$ cat config.mk
export PLATFORM = sky130hd
export DESIGN_NAME = ysyx_2022040010_pipe_ctrl
export DESIGN_NICKNAME = d
export VERILOG_FILES = /design/src/rtl/ysyx_2022040010_pipe_ctrl.sv
export SDC_FILE = /design/constraint.sdc
export NUM_CORES = 1
export LEC_CHECK = 0
export ABC_AREA = 1
export BUFFER_PORTS_ARGS = -buffer_cell sky130_fd_sc_hd__clkbuf_2
export CAP_MARGIN = 20
export CORE_UTILIZATION = 44
export CTS_BUF_LIST = sky130_fd_sc_hd__clkbuf_16
export DETAILED_ROUTE_END_ITERATION = 12
export PLACE_DENSITY_LB_ADDON = 0.2
export SLEW_MARGIN = 15
export SYNTH_ARGS = -nofsm -noshare
export SYNTH_HDL_FRONTEND = slang
export SYNTH_SLANG_ARGS = --single-unit
$ cat constraint.sdc
create_clock -name clk -period 12.7 [get_ports clk]
set_clock_uncertainty 0.15 [all_clocks]
set_input_delay 0.635 -clock clk [delete_from_list [all_inputs] [get_ports clk]]
set_output_delay 0.635 -clock clk [all_outputs]
set_load 0.05 [all_outputs]
$ cat src/rtl/ysyx_2022040010_pipe_ctrl.sv
// Pipeline control for the in-order core.
// This file holds the per-stage valid cell and the top-level control unit.
// Stall requests are qualified by stage validity. A stall at stage k holds
// stages 0..k and inserts a bubble into stage k+1. An accepted branch
// redirect clears stages 1..BR_STAGE.

module ysyx_2022040010_pipe_stage (
  input  logic clk,
  input  logic rst,
  input  logic prev_valid,
  input  logic hold,
  input  logic bubble,
  input  logic kill,
  output logic valid
);

  // Redirect kill beats hold, so a redirect can clear stages that are being
  // held by a younger-side stall. Otherwise hold, then bubble, then advance.
  always_ff @(posedge clk or posedge rst) begin
    if (rst)         valid <= 1'b0;
    else if (kill)   valid <= 1'b0;
    else if (hold)   valid <= valid;
    else if (bubble) valid <= 1'b0;
    else             valid <= prev_valid;
  end

endmodule

module ysyx_2022040010_pipe_ctrl #(
  parameter int STAGES    = 5,
  parameter int BR_STAGE  = 2,
  parameter int PC_W      = 64,
  parameter int CNT_W     = 64,
  parameter int MAX_STALL = 15
) (
  input  logic              clk,
  input  logic              rst,
  input  logic [STAGES-1:0] stallreq,
  input  logic              redirect_valid,
  input  logic [PC_W-1:0]   redirect_pc,
  output logic [STAGES-1:0] stall_o,
  output logic [STAGES-1:0] flush_o,
  output logic [STAGES-1:0] stage_valid,
  output logic              pc_load_o,
  output logic [PC_W-1:0]   pc_redirect_o,
  output logic [CNT_W-1:0]  retire_cnt,
  output logic [CNT_W-1:0]  stall_cnt,
  output logic              stall_timeout
);

  localparam int RUN_W = (MAX_STALL < 1) ? 1 : $clog2(MAX_STALL + 1);

  logic [STAGES-1:0] vld;
  logic [STAGES-1:0] req;
  logic [STAGES-1:0] stall;
  logic [STAGES-1:0] kill;
  logic [STAGES-1:0] bubble;
  logic              redirect_accept;
  logic [RUN_W-1:0]  run_cnt;

  // Requests from stages holding no instruction cannot stall anything.
  assign req = stallreq & vld;

  // Stall propagates from the oldest requesting stage down to IF.
  always_comb begin
    stall = '0;
    stall[STAGES-1] = req[STAGES-1];
    for (int i = STAGES - 2; i >= 0; i--)
      stall[i] = req[i] | stall[i+1];
  end

  // A redirect is taken only when the branch stage holds a live instruction
  // that is not itself frozen by an older-side stall.
  assign redirect_accept = redirect_valid & vld[BR_STAGE] & ~stall[BR_STAGE];

  // Kill stages 1..BR_STAGE on redirect; bubble the stage just past the stall.
  always_comb begin
    kill   = '0;
    bubble = '0;
    for (int i = 1; i < STAGES; i++) begin
      kill[i]   = redirect_accept & (i <= BR_STAGE);
      bubble[i] = stall[i-1] & ~stall[i];
    end
  end

  // One valid cell per stage. IF never holds or flushes its valid bit: it
  // refills with a fresh fetch every clock after reset.
  for (genvar g = 0; g < STAGES; g++) begin : g_stage
    if (g == 0) begin : g_if
      ysyx_2022040010_pipe_stage u_stage (
        .clk        (clk),
        .rst        (rst),
        .prev_valid (1'b1),
        .hold       (1'b0),
        .bubble     (1'b0),
        .kill       (1'b0),
        .valid      (vld[g])
      );
    end else begin : g_body
      ysyx_2022040010_pipe_stage u_stage (
        .clk        (clk),
        .rst        (rst),
        .prev_valid (vld[g-1]),
        .hold       (stall[g]),
        .bubble     (bubble[g]),
        .kill       (kill[g]),
        .valid      (vld[g])
      );
    end
  end

  assign stall_o       = stall;
  assign flush_o       = kill | bubble;
  assign stage_valid   = vld;
  assign pc_load_o     = redirect_accept;
  assign pc_redirect_o = redirect_pc;

  // Performance counters; both wrap naturally at 2^CNT_W.
  always_ff @(posedge clk or posedge rst) begin
    if (rst) begin
      retire_cnt <= '0;
      stall_cnt  <= '0;
    end else begin
      if (vld[STAGES-1] & ~stall[STAGES-1]) retire_cnt <= retire_cnt + 1'b1;
      if (stall[0])                         stall_cnt  <= stall_cnt + 1'b1;
    end
  end

  // Watchdog: saturating run length of front-end stall, sticky trip flag.
  always_ff @(posedge clk or posedge rst) begin
    if (rst) begin
      run_cnt       <= '0;
      stall_timeout <= 1'b0;
    end else begin
      if (run_cnt == RUN_W'(MAX_STALL)) stall_timeout <= 1'b1;
      if (!stall[0])                         run_cnt <= '0;
      else if (run_cnt != RUN_W'(MAX_STALL)) run_cnt <= run_cnt + 1'b1;
    end
  end

endmodule

==> flow_summary.json, run 1 <==
{
  "outcome": "finished, final reports clean",
  "cts_hold_buf": 0,
  "final_util_pct": 50.7,
  "antenna_found_initial": 0,
  "r2r_end": "retire_cnt[32]",
  "setup_viol": 0,
  "whs_ns": 0.224,
  "antennaDiodeCount": 0,
  "grt_usage_pct": 24.2,
  "gp_congestion": 0.909,
  "root_buffer": "clkbuf_16",
  "synth_warnings": 0,
  "synth_cells": 1243,
  "synth.cell_area_um2": 8960,
  "maxSlewViolCount": 0,
  "dpl.hpwl_mm": 18.6,
  "reg2reg_from": "g_stage[4].g_body.u_stage.valid",
  "r2r_setup_slack_ns": 10.51,
  "start_util_pct": 45.4,
  "path_buf_inv": 2,
  "post-cts-setup-buffers": 0,
  "cts_max_path_buffers": 2,
  "overflow": 0,
  "path_cells": "nand2_1, inv_1, nor2_8, nand3_4, clkbuf_2",
  "ys_ff_latch": 138,
  "viasPerCell": 4.92,
  "pin_count": 281,
  "yosys.area_share.simple_pct": 40.0,
  "area_delta_synth_final_pct": 11.6,
  "cts_max_level": 4,
  "synthXorXnorAreaFrac_pct": 6.83,
  "ant_nets": 0,
  "layout_commonest_cell": "nand2_1",
  "drive_above_1_share_pct": 18.4,
  "cts_tree": "done",
  "post-route-drc-count": 0,
  "irDropWorstVdd_mv": 0.0904,
  "cts_resized": 0,
  "synth_top_family_by_area": "simple AND/OR/NAND/NOR gates",
  "period_needed_ns": 2.73,
  "cp.required_ns": 11.91,
  "grt_max_degree": 90,
  "synth.avg_cell_area_um2": 7.21,
  "hold_class": "in2async",
  "fill_cells": 2024,
  "cpLargestDelayFamily": "simple AND/OR/NAND/NOR gates",
  "path_clk_slew_ns": 0.06,
  "reg2reg_depth": 7,
  "timing.final.crit_share_pct": 21.5,
  "crit_type": "reg2out",
  "nets": 1408,
  "io_buffers": 151,
  "synthArstFlopShare_pct": 100,
  "synth_compound_area_share_pct": 1.94,
  "slew_headroom_pct": 45.7,
  "die_y_um": 145,
  "startpoint_type": "flop",
  "critPathMaxStageDelay_ns": 0.41,
  "arrival_ns": 1.95,
  "yosysSeqAreaShare_pct": 38.5,
  "insertion_delay_ns": 0.43,
  "num_vias": 7932,
  "rows": 51,
  "synth_flop_cell": "dfrtp_1",
  "worstMarginPinSlew_ns": 0.815,
  "synth_edf_count": 0,
  "crit_slowest_cell": "dfrtp_1",
  "die_area_um2": 20900,
  "core-area_um2": 19700,
  "layout_common_cells": "nand2_1 (431), nor2_1 (202), clkbuf_2 (151), dfrtp_1 (138), inv_1 (114)",
  "clock.fmax_ghz": 0.366,
  "cts_made_buffers": 17,
  "drv_cap": 0,
  "drtIter0Drc": 401,
  "wl_per_cell_um": 14.7,
  "synth_top_cell_by_area": "dfrtp_1",
  "grt_pass1_vias": 7610,
  "rsz0062_at_grt": "no",
  "ys_types": 33,
  "synth_area_leaders": "dfrtp_1 (39%), nand2_1 (18%), nor2_1 (8.5%)",
  "clock_sinks": 138,
  "hold_viol": 0,
  "crit_path_max_fanout": 25,
  "critPathCaptureType": "primary output",
  "synth_fp_nets": 1318,
  "fp.dieW_um": 145,
  "drt-total-wl_mm": 23.6,
  "fin_setup_tns_ns": 0,
  "leakage_nw": 4.77,
  "yosys-mux-area-fraction_pct": 0,
  "dr.pass1.iters": 5,
  "yosysTopAreaCellShare_pct": 38.5,
  "synthAdderAreaFrac_pct": 0.419,
  "p_per_area_nw_per_um2": 127,
  "grt_pass1_wl_mm": 38.3
}
-- cells by family after synthesis --
group,count (synthesis)
xor+xnor,69
fa+ha+maj,3
simple gates,796
other cells,2
buf+inv,201
flops,138
compound gates,34
-- cells in the mapped netlist, types with 3 or more instances --
master / instances
inv_2: 5
o21ai_0: 24
a21oi_1: 4
xor2_1: 30
nand2_2: 4
ha_1: 3
nor2_1: 202
inv_1: 114
nand3_4: 8
xnor2_1: 38
o21ai_1: 4
dfrtp_1: 138
nand3b_1: 37
nor3_1: 13
nor2_4: 13
nand3_1: 35
buf_4: 78
nand4_1: 15
nand2_1: 431
and2_1: 7
nor2_2: 25
-- through the flow --
step	cells	area, um^2	power [mW]	setup WS, ns
after CTS	1611	10000	1.28	9.93
after global routing	1611	10000	1.32	9.83
after global placement	1579	9420	0.782	10.08
final	1611	10000	1.27	9.97
after detailed placement	1579	9420	0.786	10.06
after floorplan	1243	8960	0.803	8.22
-- worst max-delay path by stage --
stage,start,endpoint,slack [ns],cells after the start
final,g_stage[2].g_body.u_stage.valid,stall_o[0],9.97,5
after detailed placement,stallreq[3],stall_o[0],10.06,6
after floorplan,rst,g_stage[0].g_if.u_stage.valid,8.22,1
after global routing,g_stage[3].g_body.u_stage.valid,stall_o[0],9.83,5
after CTS,g_stage[3].g_body.u_stage.valid,stall_o[0],9.93,5
after global placement,stallreq[3],stall_o[0],10.08,6
-- worst register-to-register path, cell delays in order, from the launching register on --
cell     delay [ns]
dfrtp_1        0.38
inv_1          0.08
nor2_4         0.50
inv_2          0.25
nor2_2         0.24
nand4_1        0.20
o21ai_0        0.21
nand2_1        0.07
-- flip-flops by register name, indices dropped and copies added (netlist names) --
signal and cells:
retire_cnt 64, stall_cnt 64, stall_timeout 1, g_stage.g_if.u_stage.valid 1, run_cnt 4, g_stage.g_body.u_stage.valid 4
-- power by group --
group	switching, mW	internal, mW	total (mW)
combinational	0.217	0.0565	0.273
sequential	0.0337	0.467	0.501
clock	0.205	0.289	0.493
-- metal layers --
layer	GRT usage, %	wire [um]	vias up
met2	40.0	11100	253
met3	4.57	1170	56
met4	10.7	788	0
li1	-	-	3939
met5	0	0	-
met1	30.8	10500	3684
-- area by class of cell --
cell class,instances,area [um^2],area share [%]
inverter,120,463,4.63
timing repair buffer,152,763,7.63
clock inverter,15,150,1.50
tap,265,332,3.32
clock buffer,17,425,4.26
multi-input combinational,904,4410,44.1
sequential,138,3450,34.5
Note: power is estimated with default switching activity, not from simulation.
==> run 2, diff against run 1 <==
--- a/config.mk
+++ b/config.mk
@@ -5,7 +5,7 @@
 export SDC_FILE = /design/constraint.sdc
 export NUM_CORES = 1
 export LEC_CHECK = 0
-export ABC_AREA = 1
+export ABC_AREA = 0
 export BUFFER_PORTS_ARGS = -buffer_cell sky130_fd_sc_hd__clkbuf_2
 export CAP_MARGIN = 20
 export CORE_UTILIZATION = 44
==> constraint.sdc (replaced) <==
create_clock -name clk -period 2.2 [get_ports clk]
set_clock_uncertainty 0.15 [all_clocks]
set_input_delay 0.11 -clock clk [delete_from_list [all_inputs] [get_ports clk]]
set_output_delay 0.11 -clock clk [all_outputs]
set_load 0.05 [all_outputs]
==> run 2 against run 1 <==
Against the previous run:
- final cell count down 34%
- die area down 21%
- via count down 28%
- sequential cell count unchanged
- wire length down 28%
- core utilization up 3.6 points
- critical path depth up 2
- clock-buffer cell count unchanged
- synthesized cell count down 43%
- cell area down 14%
- first-iteration DRC count down 18%
- combinational power rose to 3.3 times the previous value
- largest power group unchanged
==> flow_summary.json, run 2 <==
{
  "grt_pass1_vias": 5536,
  "io_buffers": 151,
  "synth_fp_nets": 784,
  "wl_met1_mm": 7.45,
  "root_buffer": "clkbuf_16",
  "critPathCaptureType": "primary output",
  "startpoint_type": "input port",
  "yosysSeqAreaShare_pct": 48.7,
  "synth.most_common_cell": "dfrtp_1",
  "hold_class": "in2async",
  "start_util_pct": 44.8,
  "clock_sinks": 138,
  "internal-power_mw": 4.31,
  "finish.instance_area_um2": 8600,
  "period_needed_ns": 2.14,
  "area_delta_synth_final_pct": 21.4,
  "critPathLaunch": "stallreq[2]",
  "dpl_cell_area_um2": 7970,
  "clock.fmax_ghz": 0.468,
  "critPathMaxStageDelay_ns": 0.55,
  "wl_met3_mm": 1.01,
  "viasPerCell": 5.31,
  "final_util_pct": 54.3,
  "drtIter0Drc": 327,
  "yosysTopAreaCellShare_pct": 48.7,
  "path_buf_inv": 5,
  "antenna_found_initial": 0,
  "synth_flop_cell": "dfrtp_1",
  "grt_usage_pct": 21.4,
  "synth_warnings": 0,
  "insertion_delay_ns": 0.42,
  "drv_cap": 0,
  "dpl.hpwl_mm": 12.5,
  "p_sw_share_pct": 29.6,
  "ys_ff_latch": 138,
  "cts_made_buffers": 17,
  "seq_power_share_pct": 45.1,
  "cpLargestDelayFamily": "buffers and inverters",
  "wl_per_cell_um": 16.0,
  "setup_slack_ns": 0.0619,
  "top_layer": "met4",
  "pwr-share-clk_pct": 40.4,
  "drt-total-wl_mm": 17.1,
  "overflow": 0,
  "die_area_um2": 16600,
  "arrival_ns": 1.88,
  "num_vias": 5676,
  "antennaDiodeCount": 0,
  "leakage_nw": 4.22,
  "crit_path_max_fanout": 7,
  "fp.dieW_um": 129,
  "layout_commonest_cell": "clkbuf_2",
  "irDropWorstVdd_mv": 0.514,
  "pin_count": 281,
  "reg2reg_from": "g_stage[2].g_body.u_stage.valid",
  "synth.avg_cell_area_um2": 10.0,
  "path_clk_slew_ns": 0.06,
  "crit_slowest_cell": "dlygate4sd3_1",
  "total_power_mw": 6.13,
  "cp.required_ns": 1.94,
  "dr_wl_met2_mm": 8.12,
  "die_y_um": 129,
  "gp_congestion": 0.852,
  "synth_cells": 709,
  "rsz0062_at_grt": "yes",
  "layout_common_cells": "clkbuf_2 (147), dfrtp_1 (74), xor2_1 (64), dfrtp_2 (64)",
  "timing.final.crit_share_pct": 97.2,
  "drive_above_1_share_pct": 36.3,
  "core-area_um2": 15800,
  "path_cells": "dlygate4sd3_1, clkbuf_2, a222oi_1, buf_4, inv_1, nor2_2, clkbuf_4",
  "synth.cell_area_um2": 7090,
  "cts_tree": "done",
  "dr.pass1.iters": 5,
  "synth_area_leaders": "dfrtp_1 (49%), buf_4 (8.2%), xor2_1 (7.9%)",
  "grt_pass1_wl_mm": 27.7,
  "outcome": "finished, final reports clean",
  "maxSlewViolCount": 0,
  "crit_type": "in2out",
  "p_per_area_nw_per_um2": 712,
  "place_ws_ns": 0.0729,
  "ys_types": 42,
  "post-route-drc-count": 0,
  "synth_top_cell_by_area": "dfrtp_1",
  "cts_max_level": 4,
  "power_switching_mw": 1.81,
  "synth.top_cells.by_count": "dfrtp_1 (138), buf_4 (77), xor2_1 (64)",
  "grt_max_degree": 68,
  "top_regs": "retire_cnt x64, stall_cnt x64",
  "hold_viol": 0,
  "setup_viol": 0,
  "synthArstFlopShare_pct": 100,
  "synth_edf_count": 0,
  "pwr-share-comb_pct": 14.6,
  "nets": 915,
  "rows": 46,
  "ant_nets": 0,
  "cts_max_path_buffers": 2
}
run 2: worst paths after layout:
check,to,slack [ns],depth (start not counted)
setup / recovery,pc_load_o,0.06,7
hold / removal,g_stage[4].g_body.u_stage.valid,0.03,3
setup reg to reg,g_stage[1].g_body.u_stage.valid,0.13,6
hold reg to reg,stall_timeout,0.31,1
max in group asynchronous,stall_cnt[27],1.22,4
min in group clk,g_stage[3].g_body.u_stage.valid,0.05,4
run 2: tightest hold or removal path, delay by kind of cell:
family,cells,cell delay (ns)
buf+inv,3,0.86
run 2: area by class of cell:
cell class	count	area [um^2]
Clock buffer	17	425
Clock inverter	15	86.3
Fill cell	1391	7230
Inverter	17	67.6
Multi-Input combinational cell	467	3030
Sequential cell	138	3530
Tap cell	216	270
Timing Repair Buffer	199	1180
run 2: stage by stage:
stage               setup TNS, ns  hold slack, ns  instances
floorplan                  -0.167          0.0564        709
global placement                0         -0.0970       1028
detailed placement              0         -0.0877       1028
CTS                             0          0.0171       1068
global route              -0.0133          0.0450       1069
finish                          0          0.0331       1069
run 2: timing repair:
item,in CTS,in global routing
hold buffers,8,0
endpoints found under the hold margin,142,0
gates resized for setup,2,14
buffers inserted,0,1
setup endpoints to repair,1,11
run 2: metal layers:
metal	vias up	global-route usage, %
met5	-	0
met4	0	9.97
met3	63	5.74
met2	189	34.7
met1	2764	26.6
li1	2660	-
run 2: logic make-up (layout without fill, tap and decap cells):
kind of cell | count (synthesis) | count (layout) | synth area share, %
buffers and inverters | 104 | 248 | 9.66
adder cells (fa/ha/maj) | 3 | 3 | 0.530
flip-flops | 138 | 138 | 48.7
AO/OA/AOI/OAI | 10 | 10 | 0.918
AND/OR/NAND/NOR | 323 | 323 | 24.1
XOR/XNOR | 127 | 127 | 15.7
other | 2 | 2 | 0.106
multiplexers | 2 | 2 | 0.300
run 2: power by group through the flow:
stage | Clock (mW) | Combinational (mW) | Sequential [mW]
detailed placement | 0 | 0.866 | 2.81
CTS | 2.53 | 0.889 | 2.76
finish | 2.47 | 0.893 | 2.76
global route | 2.66 | 0.955 | 2.78
global placement | 0 | 0.863 | 2.79
floorplan | 0 | 0.681 | 3.07
==> run 3, diff against run 2 <==
--- a/config.mk
+++ b/config.mk
@@ -6,12 +6,13 @@
 export NUM_CORES = 1
 export LEC_CHECK = 0
 export ABC_AREA = 0
-export BUFFER_PORTS_ARGS = -buffer_cell sky130_fd_sc_hd__clkbuf_2
+export BUFFER_PORTS_ARGS = -buffer_cell sky130_fd_sc_hd__buf_2
 export CAP_MARGIN = 20
 export CORE_UTILIZATION = 44
 export CTS_BUF_LIST = sky130_fd_sc_hd__clkbuf_16
 export DETAILED_ROUTE_END_ITERATION = 12
 export PLACE_DENSITY_LB_ADDON = 0.2
+export SKIP_CTS_REPAIR_TIMING = 1
 export SLEW_MARGIN = 15
 export SYNTH_ARGS = -nofsm -noshare
 export SYNTH_HDL_FRONTEND = slang
==> run 3 against run 2 <==
Against the previous run:
- the flow now finishes with violations (hold timing)
- sequential power about the same
- cell area about the same
- power down 0.93%
- combinational power rose by 3.6%
- sequential cell count did not move
- critical path depth down 2
- die area stayed put
- non-clock buffer count fell by 2
- global-route usage rose by 0.14 points
- clock power down 3%
- wire length is 0.99% higher
- final cell count shrank 0.19%
- critical path type is now reg2out
- largest cell class unchanged
==> flow_summary.json, run 3 (synthesis results as in run 2) <==
{
  "fp.dieW_um": 129,
  "hold_viol": 1,
  "outcome": "complete, but fails checks",
  "critPathCaptureType": "primary output",
  "grt.met2_usage_pct": 34.2,
  "met1_usage_pct": 27.8,
  "antenna_found_initial": 0,
  "path_cells": "a222oi_1, buf_4, nand2_1, o22ai_2, buf_6",
  "hold_class": "in2reg",
  "wl_per_cell_um": 16.2,
  "clock.fmax_ghz": 0.459,
  "crit_type": "reg2out",
  "dr.pass1.iters": 5,
  "grt_max_degree": 132,
  "critPathLaunch": "g_stage[3].g_body.u_stage.valid",
  "post-route-drc-count": 0,
  "p_per_area_nw_per_um2": 706,
  "drtIter0Drc": 427,
  "ant_nets": 0,
  "layout_common_cells": "buf_2 (147), dfrtp_1 (74), xor2_1 (64), dfrtp_2 (64)",
  "worstMarginPinSlew_ns": 0.697,
  "rows": 46,
  "area_delta_synth_final_pct": 21.3,
  "slew_headroom_pct": 53.5,
  "period_needed_ns": 2.18,
  "grt_usage_pct": 21.5,
  "leakage_nw": 4.38,
  "core-area_um2": 15800,
  "place_ws_ns": 0.0828,
  "arrival_ns": 1.92,
  "cpLargestDelayFamily": "compound AO/OA/AOI/OAI gates",
  "drv_cap": 0,
  "insertion_delay_ns": 0.42,
  "pwr-share-clk_pct": 39.4,
  "cts_made_buffers": 17,
  "startpoint_type": "flop",
  "min_from": "redirect_valid",
  "met3_usage_pct": 5.45,
  "viasPerCell": 5.30,
  "drt-total-wl_mm": 17.2,
  "overflow": 0,
  "die_y_um": 129,
  "maxSlewViolCount": 0,
  "path_buf_inv": 2,
  "critPathMaxStageDelay_ns": 0.43,
  "whs_ns": -0.0276,
  "io_buffers": 151,
  "crit_slowest_cell": "a222oi_1",
  "fill_cells": 1407,
  "num_vias": 5660,
  "rsz0062_at_grt": "yes",
  "antennaDiodeCount": 0,
  "total_power_mw": 6.07,
  "cts_max_path_buffers": 2,
  "cts_max_level": 4,
  "gp_congestion": 0.814,
  "root_buffer": "clkbuf_16",
  "drive_above_1_share_pct": 35.8,
  "cp.required_ns": 1.94,
  "path_clk_slew_ns": 0.06,
  "irDropWorstVdd_mv": 0.501,
  "die_area_um2": 16600,
  "setup_slack_ns": 0.0235,
  "internal-power_mw": 4.30,
  "cts_tree": "done",
  "pwr-share-comb_pct": 15.2,
  "nets": 913,
  "top_usage_layer": "met2",
  "dpl.hpwl_mm": 12.3,
  "layout_commonest_cell": "buf_2",
  "top_regs": "retire_cnt x64, stall_cnt x64",
  "pin_count": 281,
  "timing.final.crit_share_pct": 98.9,
  "violations": "hold timing",
  "crit_path_max_fanout": 5,
  "p_sw_share_pct": 29.2,
  "grt_pass1_wl_mm": 28.0,
  "start_util_pct": 44.8,
  "grt_pass1_vias": 5457,
  "reg2reg_from": "g_stage[3].g_body.u_stage.valid",
  "clock_sinks": 138,
  "seq_power_share_pct": 45.4,
  "power_switching_mw": 1.77,
  "setup_viol": 0
}
## run 3: changes by cell type in the layout (fill, tap and decap cells not counted), moves of 2 or more
cell           delta
clkbuf_2        -147
inv_1             +8
clkbuf_4          -2
buf_2           +147
clkinvlp_4        -5
clkinv_2          -3
buf_4             -2
dlygate4sd3_1     -2
buf_6             +4
## run 3: metal layers
metal | vias up | wire, um
met3 | 54 | 1040
li1 | 2651 | -
met5 | - | 0
met4 | 0 | 424
met1 | 2758 | 7600
met2 | 197 | 8170
## run 3: area by class of cell
type	count	area, um^2	area share [%]
Sequential cell	138	3530	41.1
Multi-Input combinational cell	467	3070	35.6
Timing Repair Buffer	197	1180	13.7
Clock buffer	17	425	4.95
Tap cell	216	270	3.14
Inverter	17	67.6	0.786
Clock inverter	15	58.8	0.684
## run 3: final timing paths
kind	cells past startpoint	slack, ns	end
hold / removal	4	-0.03	g_stage[2].g_body.u_stage.valid
max in group asynchronous	4	0.89	stall_cnt[36]
min in group asynchronous	3	0.03	g_stage[4].g_body.u_stage.valid
setup / recovery	5	0.02	flush_o[1]
hold reg to reg	1	0.32	stall_cnt[63]
setup reg to reg	7	0.10	stall_cnt[17]
## run 3: worst reg2reg max path, delay by kind of cell (launching register included)
family	cells	cell delay, ns
AOI/OAI and AO/OA	2	0.51
DFF	1	0.39
and+or+nand+nor	2	0.44
buffers and inverters	2	0.37
xor gates and xnor gates	1	0.13
## run 3: power by group through the flow
| stage | Clock, mW | Combinational, mW | Sequential (mW) |
|---|---|---|---|
| global route | 2.54 | 0.982 | 2.77 |
| detailed placement | 0 | 0.882 | 2.80 |
| floorplan | 0 | 0.681 | 3.07 |
| global placement | 0 | 0.871 | 2.79 |
| finish | 2.39 | 0.925 | 2.75 |
| CTS | 2.44 | 0.886 | 2.75 |
## run 3: through the flow
| stage | util (%) | hold slack (ns) | setup TNS (ns) | area [um^2] | std cells |
|---|---|---|---|---|---|
| floorplan | - | 0.0564 | -0.167 | 7220 | 709 |
| global placement | 50.2 | -0.105 | 0 | 7940 | 1025 |
| detailed placement | 50.2 | -0.0988 | 0 | 7940 | 1025 |
| CTS | 53.2 | -0.541 | -0.695 | 8430 | 1057 |
| global route | 54.3 | 0.0202 | -0.102 | 8600 | 1067 |
| finish | 54.3 | -0.0276 | 0 | 8600 | 1067 |
